<file path="src/rtl/mem_arb_pkg.sv">
// Shared types and constants for the weight/activation memory arbiter.
package mem_arb_pkg;

  localparam int unsigned NUM_REQ_DEFAULT = 3;

  localparam int unsigned REQ_LOAD = 0;
  localparam int unsigned REQ_RUN  = 1;
  localparam int unsigned REQ_HOST = 2;

  typedef enum logic {
    ARB_FREE,
    ARB_OWNED
  } arb_state_t;

  typedef struct packed {
    logic       valid;
    logic [1:0] idx;
  } tag_t;

endpackage

</file>
<file path="src/rtl/mem_arb_age_ctr.sv">
// Per-requester saturating wait counter; flags the requester as aged once
// it has waited AGE_LIMIT cycles without a grant.
module mem_arb_age_ctr
  import mem_arb_pkg::*;
#(
  parameter int unsigned AGE_LIMIT = 16
) (
  input  logic clk,
  input  logic reset_n,
  input  logic req,
  input  logic gnt,
  output logic aged
);

  logic [7:0] r_cnt;

  always_ff @(posedge clk or negedge reset_n) begin
    if (!reset_n) begin
      r_cnt <= '0;
    end else if (!req || gnt) begin
      r_cnt <= '0;
    end else if (r_cnt != '1) begin
      r_cnt <= r_cnt + 8'd1;
    end
  end

  assign aged = (32'(r_cnt) >= AGE_LIMIT);

endmodule

</file>
<file path="src/rtl/mem_arbiter.sv">
// Single-port memory arbiter: load > run > host fixed priority with lock
// bursts; optional starvation aging under MEM_ARB_AGING_EN.
module mem_arbiter
  import mem_arb_pkg::*;
#(
  parameter int unsigned NUM_REQ   = NUM_REQ_DEFAULT,
  parameter int unsigned ADDR_W    = 10,
  parameter int unsigned DATA_W    = 16,
  parameter int unsigned MEM_DEPTH = 1024,
  parameter int unsigned AGE_LIMIT = 16
) (
  input  logic                      clk,
  input  logic                      reset_n,
  input  logic [NUM_REQ-1:0]        req,
  input  logic [NUM_REQ-1:0]        we,
  input  logic [NUM_REQ-1:0]        lock,
  input  logic [NUM_REQ*ADDR_W-1:0] addr,
  input  logic [NUM_REQ*DATA_W-1:0] wdata,
  output logic [NUM_REQ-1:0]        gnt,
  output logic [NUM_REQ-1:0]        rvalid,
  output logic [DATA_W-1:0]         rdata,
  output logic                      addr_err,
  output logic                      mem_en,
  output logic                      mem_we,
  output logic [ADDR_W-1:0]         mem_addr,
  output logic [DATA_W-1:0]         mem_wdata,
  input  logic [DATA_W-1:0]         mem_rdata
);

  if (AGE_LIMIT == 0 || AGE_LIMIT > 255) begin : g_bad_age_limit
    $error("AGE_LIMIT must fit the 8-bit wait counter (1..255)");
  end

  arb_state_t          r_state, w_state_nxt;
  logic [1:0]          r_owner, w_owner_nxt;
  logic [NUM_REQ-1:0]  w_gnt;
  logic [NUM_REQ-1:0]  w_aged;
  logic [NUM_REQ-1:0]  w_rvalid;
  logic [1:0]          w_sel;
  logic                w_found;
  logic                w_acc;
  logic                w_in_range;
  logic                w_we_sel;
  logic [ADDR_W-1:0]   w_addr_sel;
  logic [DATA_W-1:0]   w_wdata_sel;

  logic                r_mem_en;
  logic                r_mem_we;
  logic                r_addr_err;
  logic [ADDR_W-1:0]   r_mem_addr;
  logic [DATA_W-1:0]   r_mem_wdata;
  tag_t                r_tag1, r_tag2;

`ifdef MEM_ARB_AGING_EN
  for (genvar gi = 0; gi < NUM_REQ; gi++) begin : g_age
    mem_arb_age_ctr #(.AGE_LIMIT(AGE_LIMIT)) u_age (
      .clk    (clk),
      .reset_n(reset_n),
      .req    (req[gi]),
      .gnt    (w_gnt[gi]),
      .aged   (w_aged[gi])
    );
  end
`else
  assign w_aged = '0;
`endif

  // Aged requesters are scanned first, so the lowest aged index wins in FREE.
  always_comb begin
    w_gnt   = '0;
    w_sel   = '0;
    w_found = 1'b0;
    if (r_state == ARB_OWNED) begin
      w_sel          = r_owner;
      w_gnt[r_owner] = req[r_owner];
    end else begin
      for (int unsigned i = 0; i < NUM_REQ; i++) begin
        if (!w_found && req[i] && w_aged[i]) begin
          w_found = 1'b1;
          w_sel   = 2'(i);
        end
      end
      for (int unsigned i = 0; i < NUM_REQ; i++) begin
        if (!w_found && req[i]) begin
          w_found = 1'b1;
          w_sel   = 2'(i);
        end
      end
      if (w_found) w_gnt[w_sel] = 1'b1;
    end
    if (!reset_n) w_gnt = '0;
  end

  assign w_acc       = |(req & w_gnt);
  assign w_we_sel    = we[w_sel];
  assign w_addr_sel  = addr[w_sel*ADDR_W +: ADDR_W];
  assign w_wdata_sel = wdata[w_sel*DATA_W +: DATA_W];
  assign w_in_range  = (32'(w_addr_sel) < MEM_DEPTH);

  always_comb begin
    w_state_nxt = r_state;
    w_owner_nxt = r_owner;
    case (r_state)
      ARB_FREE: begin
        if (w_acc && lock[w_sel]) begin
          w_state_nxt = ARB_OWNED;
          w_owner_nxt = w_sel;
        end
      end
      ARB_OWNED: begin
        if (!req[r_owner] || !lock[r_owner]) w_state_nxt = ARB_FREE;
      end
      default: w_state_nxt = ARB_FREE;
    endcase
  end

  always_ff @(posedge clk or negedge reset_n) begin
    if (!reset_n) begin
      r_state <= ARB_FREE;
      r_owner <= '0;
    end else begin
      r_state <= w_state_nxt;
      r_owner <= w_owner_nxt;
    end
  end

  always_ff @(posedge clk or negedge reset_n) begin
    if (!reset_n) begin
      r_mem_en    <= 1'b0;
      r_mem_we    <= 1'b0;
      r_addr_err  <= 1'b0;
      r_mem_addr  <= '0;
      r_mem_wdata <= '0;
      r_tag1      <= '0;
      r_tag2      <= '0;
    end else begin
      r_mem_en     <= w_acc & w_in_range;
      r_mem_we     <= w_acc & w_in_range & w_we_sel;
      r_addr_err   <= w_acc & ~w_in_range;
      if (w_acc) begin
        r_mem_addr  <= w_addr_sel;
        r_mem_wdata <= w_wdata_sel;
      end
      r_tag1.valid <= w_acc & w_in_range & ~w_we_sel;
      r_tag1.idx   <= w_sel;
      r_tag2       <= r_tag1;
    end
  end

  always_comb begin
    w_rvalid = '0;
    if (r_tag2.valid) w_rvalid[r_tag2.idx] = 1'b1;
  end

  assign gnt       = w_gnt;
  assign rvalid    = w_rvalid;
  assign rdata     = mem_rdata;
  assign addr_err  = r_addr_err;
  assign mem_en    = r_mem_en;
  assign mem_we    = r_mem_we;
  assign mem_addr  = r_mem_addr;
  assign mem_wdata = r_mem_wdata;

endmodule

</file>
<file path="config.mk">
export PLATFORM = sky130hd
export DESIGN_NAME = mem_arbiter
export DESIGN_NICKNAME = d
export VERILOG_FILES = /design/src/rtl/mem_arb_pkg.sv /design/src/rtl/mem_arb_age_ctr.sv /design/src/rtl/mem_arbiter.sv
export SDC_FILE = /design/constraint.sdc
export NUM_CORES = 1
export LEC_CHECK = 0
export BUFFER_PORTS_ARGS = -buffer_cell sky130_fd_sc_hd__buf_2
export CORE_MARGIN = 1
export CORE_UTILIZATION = 41
export CTS_CLUSTER_DIAMETER = 200
export DETAILED_ROUTE_END_ITERATION = 8
export PLACE_DENSITY = 0.78
export SLEW_MARGIN = 20
export SYNTH_ARGS = -nofsm -noshare
export SYNTH_HDL_FRONTEND = slang
export SYNTH_SLANG_ARGS = --single-unit
</file>
<file path="constraint.sdc">
create_clock -name clk -period 2.6 [get_ports clk]
set_input_delay 0.52 -clock clk [delete_from_list [all_inputs] [get_ports clk]]
set_output_delay 0.52 -clock clk [all_outputs]
set_load 0.1 [all_outputs]
</file>
==> metrics.txt <==
outcome=complete, no violations; Inserted Diodes=0; RSZ-0062 raised after global routing=false; reg2reg setup slack=0.45 ns; Port Buffers=122; count of final hold-check violations=0; first-pass GRT wire length=8220 um; root buf cell=clkbuf_8; die height=74.3 um; crit end category=register; sequential area share after synthesis=43.2%; fin crit share=82.8%; largest net degree at the start of global routing=29; First-pass DRT Iterations=5; Top Family by Delay on Critical Path=simple AND/OR/NAND/NOR gates; via count=2001; share of layout cells above drive strength 1=54.2%; final weighted congestion in routability-driven placement=0.843; Layout Skew=0.00203 ns; Critical Path RT=2.76 ns; PwrDens=1390 mW/mm^2; ys flop type=dfrtp_1; synth warn=0; Final Critical Period=2.15 ns; Post-CTS Hold Buffers=0; worst-path cell with the longest stage delay=dfrtp_1; utilization after layout=58.5%; Clock Sinks=37; Tot Pwr=3.98 mW; min-delay worst type=input port to asynchronous set/reset pin; clock tree buffer depth=2; die width=74.3 um; Mapped Nets=320; CTS tree=done; LEAKAGE=1.40 nW; largest fanout on the critical path=28; crit start category=register; via density per instance=5.16; Layout area overhead=33.4%; VDD IR max=0.916 mV; EDFF count, synth=0; remaining antenna violation count=0; most frequent CP cell=nor2_1; Reg clk slew, reported paths=0.07 ns; initial antenna violation count=0; Starting Density=43.9%; Synth Area per Inst=9.96 um^2; vias in the first global route=1848; WL/cell=13.5 um; cell taking the most area after synthesis=dfrtp_1; CP arrival=2.32 ns; Resized cells post-CTS=0; Core Rows=25; GRT overflow=0; post-CTS setup buffers=0; largest cells by area after synthesis=dfrtp_1 43%, mux2_2 14%, a221oi_1 11%; Starting DRT DRC Count=79; post-DP HPWL=4150 um; core footprint=0.00488 mm^2; Post-Route WL=5250 um; Mapped Cells=215; register bit count reported by yosys=37; GRT Util Overall=19.7%; Max Cap Violations=0; final setup fails=0; critical path buffer and inverter count=2; DIE AREA=0.00551 mm^2; DRC=0; Clk Latency, worst-skew pair=0.28 ns; total negative slack=0 ns; final net count=426; Cell Area, Synth=0.00214 mm^2; Final Max Slew Viols=0; Peak Freq=465 MHz; Synth top area share=43.2%; Synth async-reset ratio=100%; Num CTS Buffers=5; H-tree Lvls=2; Crit path largest cell delay=0.52 ns; # IOs=156; Crit Path Class=register to register; crit path cell chain=and3b_1, o211a_1, nor3_2, buf_4, inv_2, nor2_1, nor2_1; Unique masters post-synth=35
[routing by layer]
metal  track usage [%]  vias to the layer above  routed length, um
li1                  -                      963                  -
met1              22.6                      937               2070
met2              35.6                       93               2760
met3              5.42                        8                350
met4              6.29                        0                 68
met5                 0                        -                  0
[cells in the mapped netlist, types with 2 or more instances]
master	count
nand2_1	3
inv_1	3
buf_4	19
a22oi_1	2
nand3b_1	2
buf_2	6
clkbuf_1	7
o21ai_0	2
a221oi_1	26
a21oi_1	3
and3b_1	3
nor2_1	54
dfrtp_1	37
mux2_2	27
[worst register-to-register path, delay by kind of cell (launching register included)]
kind,cells,cell delay (ns)
AOI/OAI and AO/OA,1,0.27
buffers and inverters,2,0.47
DFF,1,0.52
and+or+nand+nor,4,0.77
[final cells by class]
| cell class | instances | area, um^2 |
|---|---|---|
| fillers | 450 | 2020 |
| multi-input cells | 141 | 1020 |
| flip-flops and latches | 37 | 926 |
| repair buffers | 131 | 723 |
| clock buffers | 7 | 86.3 |
| well taps | 67 | 83.8 |
| inverters | 5 | 18.8 |
[state kept, by name (all words and copies together), names as in the netlist]
| signal | cells |
|---|---|
| r_state | 1 |
| r_tag2 | 3 |
| mem_wdata | 16 |
| r_tag1 | 3 |
| mem_we | 1 |
| mem_addr | 10 |
| mem_en | 1 |
| r_owner | 2 |
[layout by cell type (no fill, tap or decap)]
cell and n:
buf_2 119, o21ai_0 2, nand3b_1 2, inv_2 1, clkbuf_8 6, inv_1 3
nand3_1 1, a2bb2oi_1 1, o211a_1 1, mux2_4 1, dfrtp_1 37, a22oi_1 2
nor2_1 54, mux2_2 27, conb_1 1, a221oi_1 26, and4b_1 1, clkbuf_1 1
o41ai_4 1, nor3_2 1, and2_1 1, nand2_1 3, a21oi_2 1, nor3b_2 2
buf_4 9, or2_2 1, and3_1 1, a2111o_1 1, clkinv_1 1, a21oi_4 1
buf_12 3, a21oi_1 2, or2_1 1, or3_1 1, nand2_2 1, a211oi_1 1
and3b_1 3
[metrics by stage]
stage	std cells	hold slack, ns	setup slack (ns)	instance area (um^2)
3_3_place_gp	381	0.333	0.377	2770
3_5_place_dp	381	0.335	0.341	2770
4_1_cts	388	0.252	0.437	2860
2_1_floorplan	215	0.224	0.118	2150
6_report	388	0.257	0.447	2860
5_1_grt	388	0.267	0.258	2860
[power breakdown]
group	leakage (nW)	internal (mW)	switching (mW)	total (mW)
Combinational	0.925	0.485	2.12	2.61
Clock	0.0443	0.210	0.176	0.386
Sequential	0.433	0.823	0.161	0.984
Total	1.40	1.52	2.46	3.98
[worst paths after layout]
check / from / end / depth (start not counted)
worst max register to register: r_state$_DFF_PN0_ / mem_wdata[4]$_DFFE_PN0P_ / 7
worst max-delay path: r_state$_DFF_PN0_ / mem_wdata[4]$_DFFE_PN0P_ / 7
max in group asynchronous: reset_n / mem_wdata[2]$_DFFE_PN0P_ / 2
worst min register to register: r_tag1[2]$_DFF_PN0_ / r_tag2[2]$_DFF_PN0_ / 0
worst min-delay path: reset_n / mem_en$_DFF_PN0_ / 2
min in group clk: r_tag1[2]$_DFF_PN0_ / r_tag2[2]$_DFF_PN0_ / 0
[kinds of logic after synthesis]
| group | after synthesis | share of synthesized area, % |
|---|---|---|
| DFF | 37 | 43.2 |
| buffers and inverters | 37 | 10.2 |
| other | 1 | 0.175 |
| muxes | 28 | 14.9 |
| AOI/OAI and AO/OA | 39 | 16.0 |
| and+or+nand+nor | 73 | 15.5 |
Power figures use the tool's default switching activity.
